File: config.mk
export PLATFORM = sky130hd
export DESIGN_NAME = pes_car_exit_ctrl_flat
export DESIGN_NICKNAME = d
export VERILOG_FILES = /design/src/rtl/pes_car_exit_ctrl_if.sv /design/src/rtl/pes_car_exit_ctrl.sv /design/src/flat_wrapper.sv
export SDC_FILE = /design/constraint.sdc
export NUM_CORES = 1
export LEC_CHECK = 0
export ABC_AREA = 1
export CAP_MARGIN = 20
export CORE_MARGIN = 10
export CORE_UTILIZATION = 56
export DETAILED_ROUTE_END_ITERATION = 8
export GPL_TIMING_DRIVEN = 0
export PLACE_DENSITY = 0.86
export SETUP_SLACK_MARGIN = 0.1
export SYNTH_ARGS = -nofsm -noshare
export SYNTH_HDL_FRONTEND = slang
export SYNTH_SLANG_ARGS = --single-unit
File: constraint.sdc
create_clock -name clk -period 5.35 [get_ports clk]
set_clock_uncertainty 0.1 [all_clocks]
set_input_delay 0.8025 -clock clk [delete_from_list [all_inputs] [get_ports clk]]
set_output_delay 0.8025 -clock clk [all_outputs]
set_load 0.1 [all_outputs]
File: src/rtl/pes_car_exit_ctrl_if.sv
// Keypad bus between the exit keypad and the exit controller.
// The keypad presents a code together with a one-cycle valid strobe.
interface pes_car_exit_ctrl_if;
    logic [1:0] exit_code;
    logic       exit_code_valid;

    modport master (output exit_code, output exit_code_valid);
    modport slave  (input  exit_code, input  exit_code_valid);
endinterface

File: src/rtl/pes_car_exit_ctrl.sv
// Exit barrier controller: releases cars on the correct exit code, owns the lot
// occupancy count and drives the occupied/free 7-segment digits.
module pes_car_exit_ctrl #(
    parameter int unsigned CAPACITY  = 8,
    parameter logic [1:0]  EXIT_CODE = 2'b11,
    parameter int unsigned TIMEOUT   = 50
) (
    input  logic                    clk,
    input  logic                    reset,
    input  logic                    sensor_exit,
    input  logic                    car_entered,
    pes_car_exit_ctrl_if.slave      kp,
    output logic                    GREEN_LED,
    output logic                    RED_LED,
    output logic                    gate_open,
    output logic [3:0]              occupancy,
    output logic                    lot_full,
    output logic [6:0]              HEX_1,
    output logic [6:0]              HEX_2
);

    localparam int unsigned TW = (TIMEOUT > 1) ? $clog2(TIMEOUT) : 1;

    typedef enum logic [1:0] {
        IDLE       = 2'd0,
        WAIT_CODE  = 2'd1,
        WRONG_CODE = 2'd2,
        OPEN       = 2'd3
    } state_t;

    state_t          state, state_nxt;
    logic [TW-1:0]   timer, timer_nxt;
    logic            blink, blink_nxt;
    logic [3:0]      occ_nxt;
    logic            code_ok, code_bad, timed_out, car_left;

    assign code_ok   = kp.exit_code_valid && (kp.exit_code == EXIT_CODE);
    assign code_bad  = kp.exit_code_valid && (kp.exit_code != EXIT_CODE);
    assign timed_out = (timer == TW'(TIMEOUT - 1));
    assign car_left  = (state == OPEN) && !sensor_exit;

    // Active-low {g,f,e,d,c,b,a} digit decode; out-of-range values blank.
    function automatic logic [6:0] seg7(input logic [3:0] d);
        logic [6:0] s;
        case (d)
            4'd0:    s = 7'b1000000;
            4'd1:    s = 7'b1111001;
            4'd2:    s = 7'b0100100;
            4'd3:    s = 7'b0110000;
            4'd4:    s = 7'b0011001;
            4'd5:    s = 7'b0010010;
            4'd6:    s = 7'b0000010;
            4'd7:    s = 7'b1111000;
            4'd8:    s = 7'b0000000;
            4'd9:    s = 7'b0010000;
            default: s = 7'b1111111;
        endcase
        return s;
    endfunction

    always_ff @(posedge clk) begin
        if (reset) begin
            state     <= IDLE;
            timer     <= '0;
            blink     <= 1'b0;
            occupancy <= 4'd0;
        end else begin
            state     <= state_nxt;
            timer     <= timer_nxt;
            blink     <= blink_nxt;
            occupancy <= occ_nxt;
        end
    end

    // Next state, code-entry timer, blink phase and Moore LED/gate decode.
    always_comb begin
        state_nxt = state;
        timer_nxt = timer;
        blink_nxt = 1'b0;
        GREEN_LED = 1'b0;
        RED_LED   = 1'b0;
        gate_open = 1'b0;
        case (state)
            IDLE: begin
                if (sensor_exit) begin
                    state_nxt = WAIT_CODE;
                    timer_nxt = '0;
                end
            end
            WAIT_CODE: begin
                RED_LED   = 1'b1;
                timer_nxt = timer + TW'(1);
                if (code_ok)
                    state_nxt = OPEN;
                else if (code_bad)
                    state_nxt = WRONG_CODE;
                else if (!sensor_exit || timed_out)
                    state_nxt = IDLE;
            end
            WRONG_CODE: begin
                RED_LED   = blink;
                timer_nxt = timer + TW'(1);
                if (code_ok)
                    state_nxt = OPEN;
                else if (!sensor_exit || timed_out)
                    state_nxt = IDLE;
                else
                    blink_nxt = ~blink;
            end
            OPEN: begin
                GREEN_LED = 1'b1;
                gate_open = 1'b1;
                if (!sensor_exit)
                    state_nxt = IDLE;
            end
            default: state_nxt = IDLE;
        endcase
    end

    // Saturating occupancy; a simultaneous entry and exit cancel out.
    always_comb begin
        occ_nxt = occupancy;
        if (car_entered && !car_left) begin
            if (occupancy < 4'(CAPACITY))
                occ_nxt = occupancy + 4'd1;
        end else if (car_left && !car_entered) begin
            if (occupancy != 4'd0)
                occ_nxt = occupancy - 4'd1;
        end
    end

    assign lot_full = (occupancy == 4'(CAPACITY));
    assign HEX_1    = seg7(occupancy);
    assign HEX_2    = seg7(4'(CAPACITY) - occupancy);

endmodule

File: src/flat_wrapper.sv
// flat-port wrapper written by rule: the top's interface ports become plain ports
module pes_car_exit_ctrl_flat 
#(
    parameter int unsigned CAPACITY  = 8,
    parameter logic [1:0]  EXIT_CODE = 2'b11,
    parameter int unsigned TIMEOUT   = 50
)
  (clk, reset, sensor_exit, car_entered, GREEN_LED, RED_LED, gate_open, occupancy, lot_full, HEX_1, HEX_2, kp_exit_code, kp_exit_code_valid);
  pes_car_exit_ctrl_if kp_i ();
  input  logic clk;
  input  logic reset;
  input  logic sensor_exit;
  input  logic car_entered;
  output logic GREEN_LED;
  output logic RED_LED;
  output logic gate_open;
  output logic [3:0] occupancy;
  output logic lot_full;
  output logic [6:0] HEX_1;
  output logic [6:0] HEX_2;
  input wire logic [$bits(kp_i.exit_code)-1:0] kp_exit_code;
  input wire logic [$bits(kp_i.exit_code_valid)-1:0] kp_exit_code_valid;
  assign kp_i.exit_code = kp_exit_code;
  assign kp_i.exit_code_valid = kp_exit_code_valid;
  pes_car_exit_ctrl #(.CAPACITY(CAPACITY), .EXIT_CODE(EXIT_CODE), .TIMEOUT(TIMEOUT)) u_core (.clk(clk), .reset(reset), .sensor_exit(sensor_exit), .car_entered(car_entered), .kp(kp_i), .GREEN_LED(GREEN_LED), .RED_LED(RED_LED), .gate_open(gate_open), .occupancy(occupancy), .lot_full(lot_full), .HEX_1(HEX_1), .HEX_2(HEX_2));
endmodule
==> results_dict.tcl <==
set metrics [dict create \
    die_area_sq_um 5260 \
    drt-initial-drc-count 58 \
    dr.pass1.iters 4 \
    hp-start "u_core.blink" \
    hold_path_depth 1 \
    post-route-min-period_ns 4.19 \
    hold_path_class "flip-flop to flip-flop" \
    critPathLaunchType "flip-flop" \
    synth_cells 213 \
    crit-reg2reg-launch "u_core.state[1]" \
    setup_viol 0 \
    final_util 0.746 \
    final_area_sq_um 1900 \
    nets 272 \
    syn2layout_area_growth_pct 22.9 \
    min_to "u_core.blink" \
    synthesis.nets 239 \
    syn_area_sq_um 1550 \
    placementRows 18 \
    status "complete, no violations" \
    vdd_drop_max_v 0.000522 \
    cts_max_level 1 \
    swShare 0.599 \
    fillers 209 \
    synth_warnings 0 \
    via_per_inst 5.19 \
    drcViolationCount 0 \
    cts_post_setup_buffers_inserted 0 \
    fp.dieW_microns 72.5 \
    path_buf_inv 2 \
    reg2reg_depth 11 \
    switchingPower_uw 516 \
    drive_gt1_frac 0.110 \
    ys_seq_area_frac 0.259 \
    grtUsageTotal 0.132 \
    post_dp_cell_area_sq_um 1860 \
    gr-total-overflow 0 \
    internal_power_uw 345 \
    cts_resized 0 \
    gp_congestion 0.842 \
    avgSynthCellArea_sq_um 7.25 \
    p_leak_uw 0.000974 \
    pwr-share-clk 0.103 \
    grt_pass1_vias 1449 \
    power_frac_comb 0.686 \
    end_kind "output port" \
    cap_violations 0 \
    grt_max_degree 12 \
    regToRegSetupSlack_ns 2.77 \
    timing.rr.end "u_core.HEX_1[1]" \
    multiInputGateArea_sq_um 1010 \
    root_buffer "clkbuf_4" \
    num_antenna_cells 0 \
    ff_latch_area_sq_um 400 \
    clkLatencyLatePin_ns 0.30 \
    hpwl_microns 2640 \
    wl_per_cell_microns 11.8 \
    die_h_microns 72.5 \
    cpLargestDelayFamily "buffers and inverters" \
    finalWirelength_microns 3240 \
    cts_made_buffers 3 \
    hold_buffers 0 \
    slew-limit-headroom 0.340 \
    port_buffers 28 \
    core_area_sq_um 2540 \
    cts_tree "done" \
    finalHoldViolCount 0 \
    path_cells "inv_1, ha_1, xnor2_1, or2_2, nand2_1, o211ai_1, clkdlybuf4s50_1" \
    yosysUniqueCellTypes 29 \
    grt_pass1_wl_microns 5960 \
    fin_crit_sh 0.784 \
    antenna_found_initial 0 \
    clockBufferDepth 2 \
    required_ns 4.45 \
    arrival_ns 3.29 \
    setup_tns_ns 0 \
    grt_setup_unrepaired "no" \
    seqPwrFrac 0.211 \
    path_clk_slew_ns 0.11 \
    fmax_mhz 238 \
    clock-sinks 20 \
    crit_path_max_incr_delay_ns 1.16 \
    vias 1426 \
    slew_viol_final 0 \
    power_density_nw_per_um2 453 \
    ios 29 \
    timing_worst_slew_pin_value_ns 0.987 \
    ys_seq_elements 20 \
    ant_nets 0 \
    cp_slowest_cell "clkdlybuf4s50_1" \
    start_util 0.607 \
    criticalPathCategory "flip-flop to output port" \
    worst-path-max-fanout 8 \
]
==> registers in the layout, indices dropped and copies added, names as in the netlist <==
register / count
u_core.HEX_1: 7
u_core.blink: 1
u_core.occupancy: 4
u_core.state: 2
u_core.timer: 6
==> cell type report <==
type                       count  area share
timing repair buffer          28       0.148
multi-input combinational    160       0.532
inverter                      31      0.0613
clock buffer                   4      0.0191
tap                           30      0.0198
buffer                         2     0.00988
sequential                    20       0.211
==> per-layer routing <==
metal,track usage,part of all wire
met5,0,0
met2,0.245,0.51
met3,0.0435,0.043
met1,0.137,0.44
met4,0.0338,0.011
==> Yosys cell counts, drive strengths merged <==
cell | instances | area (sq um)
nand2 | 76 | 342
inv | 31 | 116
nand3 | 21 | 165
dfxtp | 20 | 400
ha | 18 | 225
nor2 | 9 | 41.3
a21oi | 8 | 40.0
nor3 | 5 | 25.0
o21ai | 5 | 25.0
nand4 | 4 | 25.0
o211ai | 3 | 22.5
or2 | 3 | 18.8
buf | 2 | 18.8
xor2 | 2 | 17.5
a21boi | 1 | 7.51
fa | 1 | 20.0
nor3b | 1 | 12.5
o22ai | 1 | 6.26
o31ai | 1 | 7.51
xnor2 | 1 | 8.76
==> placed cells by master, fill, tap and decap left out, types with 3 or more instances in the layout <==
cell type	n
nand4_1	4
dfxtp_1	20
o21ai_0	5
inv_1	29
nor2_1	8
clkdlybuf4s50_1	28
ha_1	18
clkbuf_4	3
nand3_1	15
nor3_1	5
a21oi_1	8
nand2_4	4
nand2_2	4
nand3_4	4
o211ai_1	3
nand2_1	67
==> cells by family (layout without fill, tap and decap cells) <==
family	after synthesis	after routing	synth area share
simple gates	119	119	0.407
buf+inv	33	65	0.0874
flops	20	20	0.259
fa+ha+maj	19	19	0.159
compound gates	19	19	0.0704
xor+xnor	3	3	0.0170
==> power groups by stage <==
stage                     sequential, uW  clock [uW]  combinational (uW)
after global placement               185           0                 587
after detailed placement             186           0                 593
after CTS                            182        90.6                 594
after floorplan                      306           0                 350
final                                182        88.8                 590
after global routing                 184        97.6                 627
==> worst register-to-register path, delay by kind of cell, from the launching register on <==
| family | cells | cell delay [ns] |
|---|---|---|
| DFF | 1 | 0.44 |
| and+or+nand+nor | 6 | 0.73 |
| buffers and inverters | 2 | 0.15 |
| adders and majority gates | 3 | 1.12 |
==> how the worst max path moves through the flow <==
stage,to,start,depth (start not counted)
after global placement,HEX_2[3],u_core.occupancy[0],7
after global routing,HEX_2[3],u_core.occupancy[0],7
final,HEX_2[3],u_core.occupancy[0],7
after detailed placement,HEX_2[3],u_core.occupancy[0],7
after CTS,HEX_2[3],u_core.occupancy[0],7
after floorplan,HEX_2[2],u_core.occupancy[0],4
==> through the flow <==
step	worst slack, ns	instances	total power (uW)	hold slack, ns
after floorplan	0.417	213	656	0.299
after global placement	1.52	271	771	0.308
after detailed placement	1.49	271	778	0.315
after CTS	1.14	275	866	0.331
after global routing	0.871	275	909	0.347
final	1.16	275	861	0.335
Note: power is estimated with default switching activity, not from simulation.
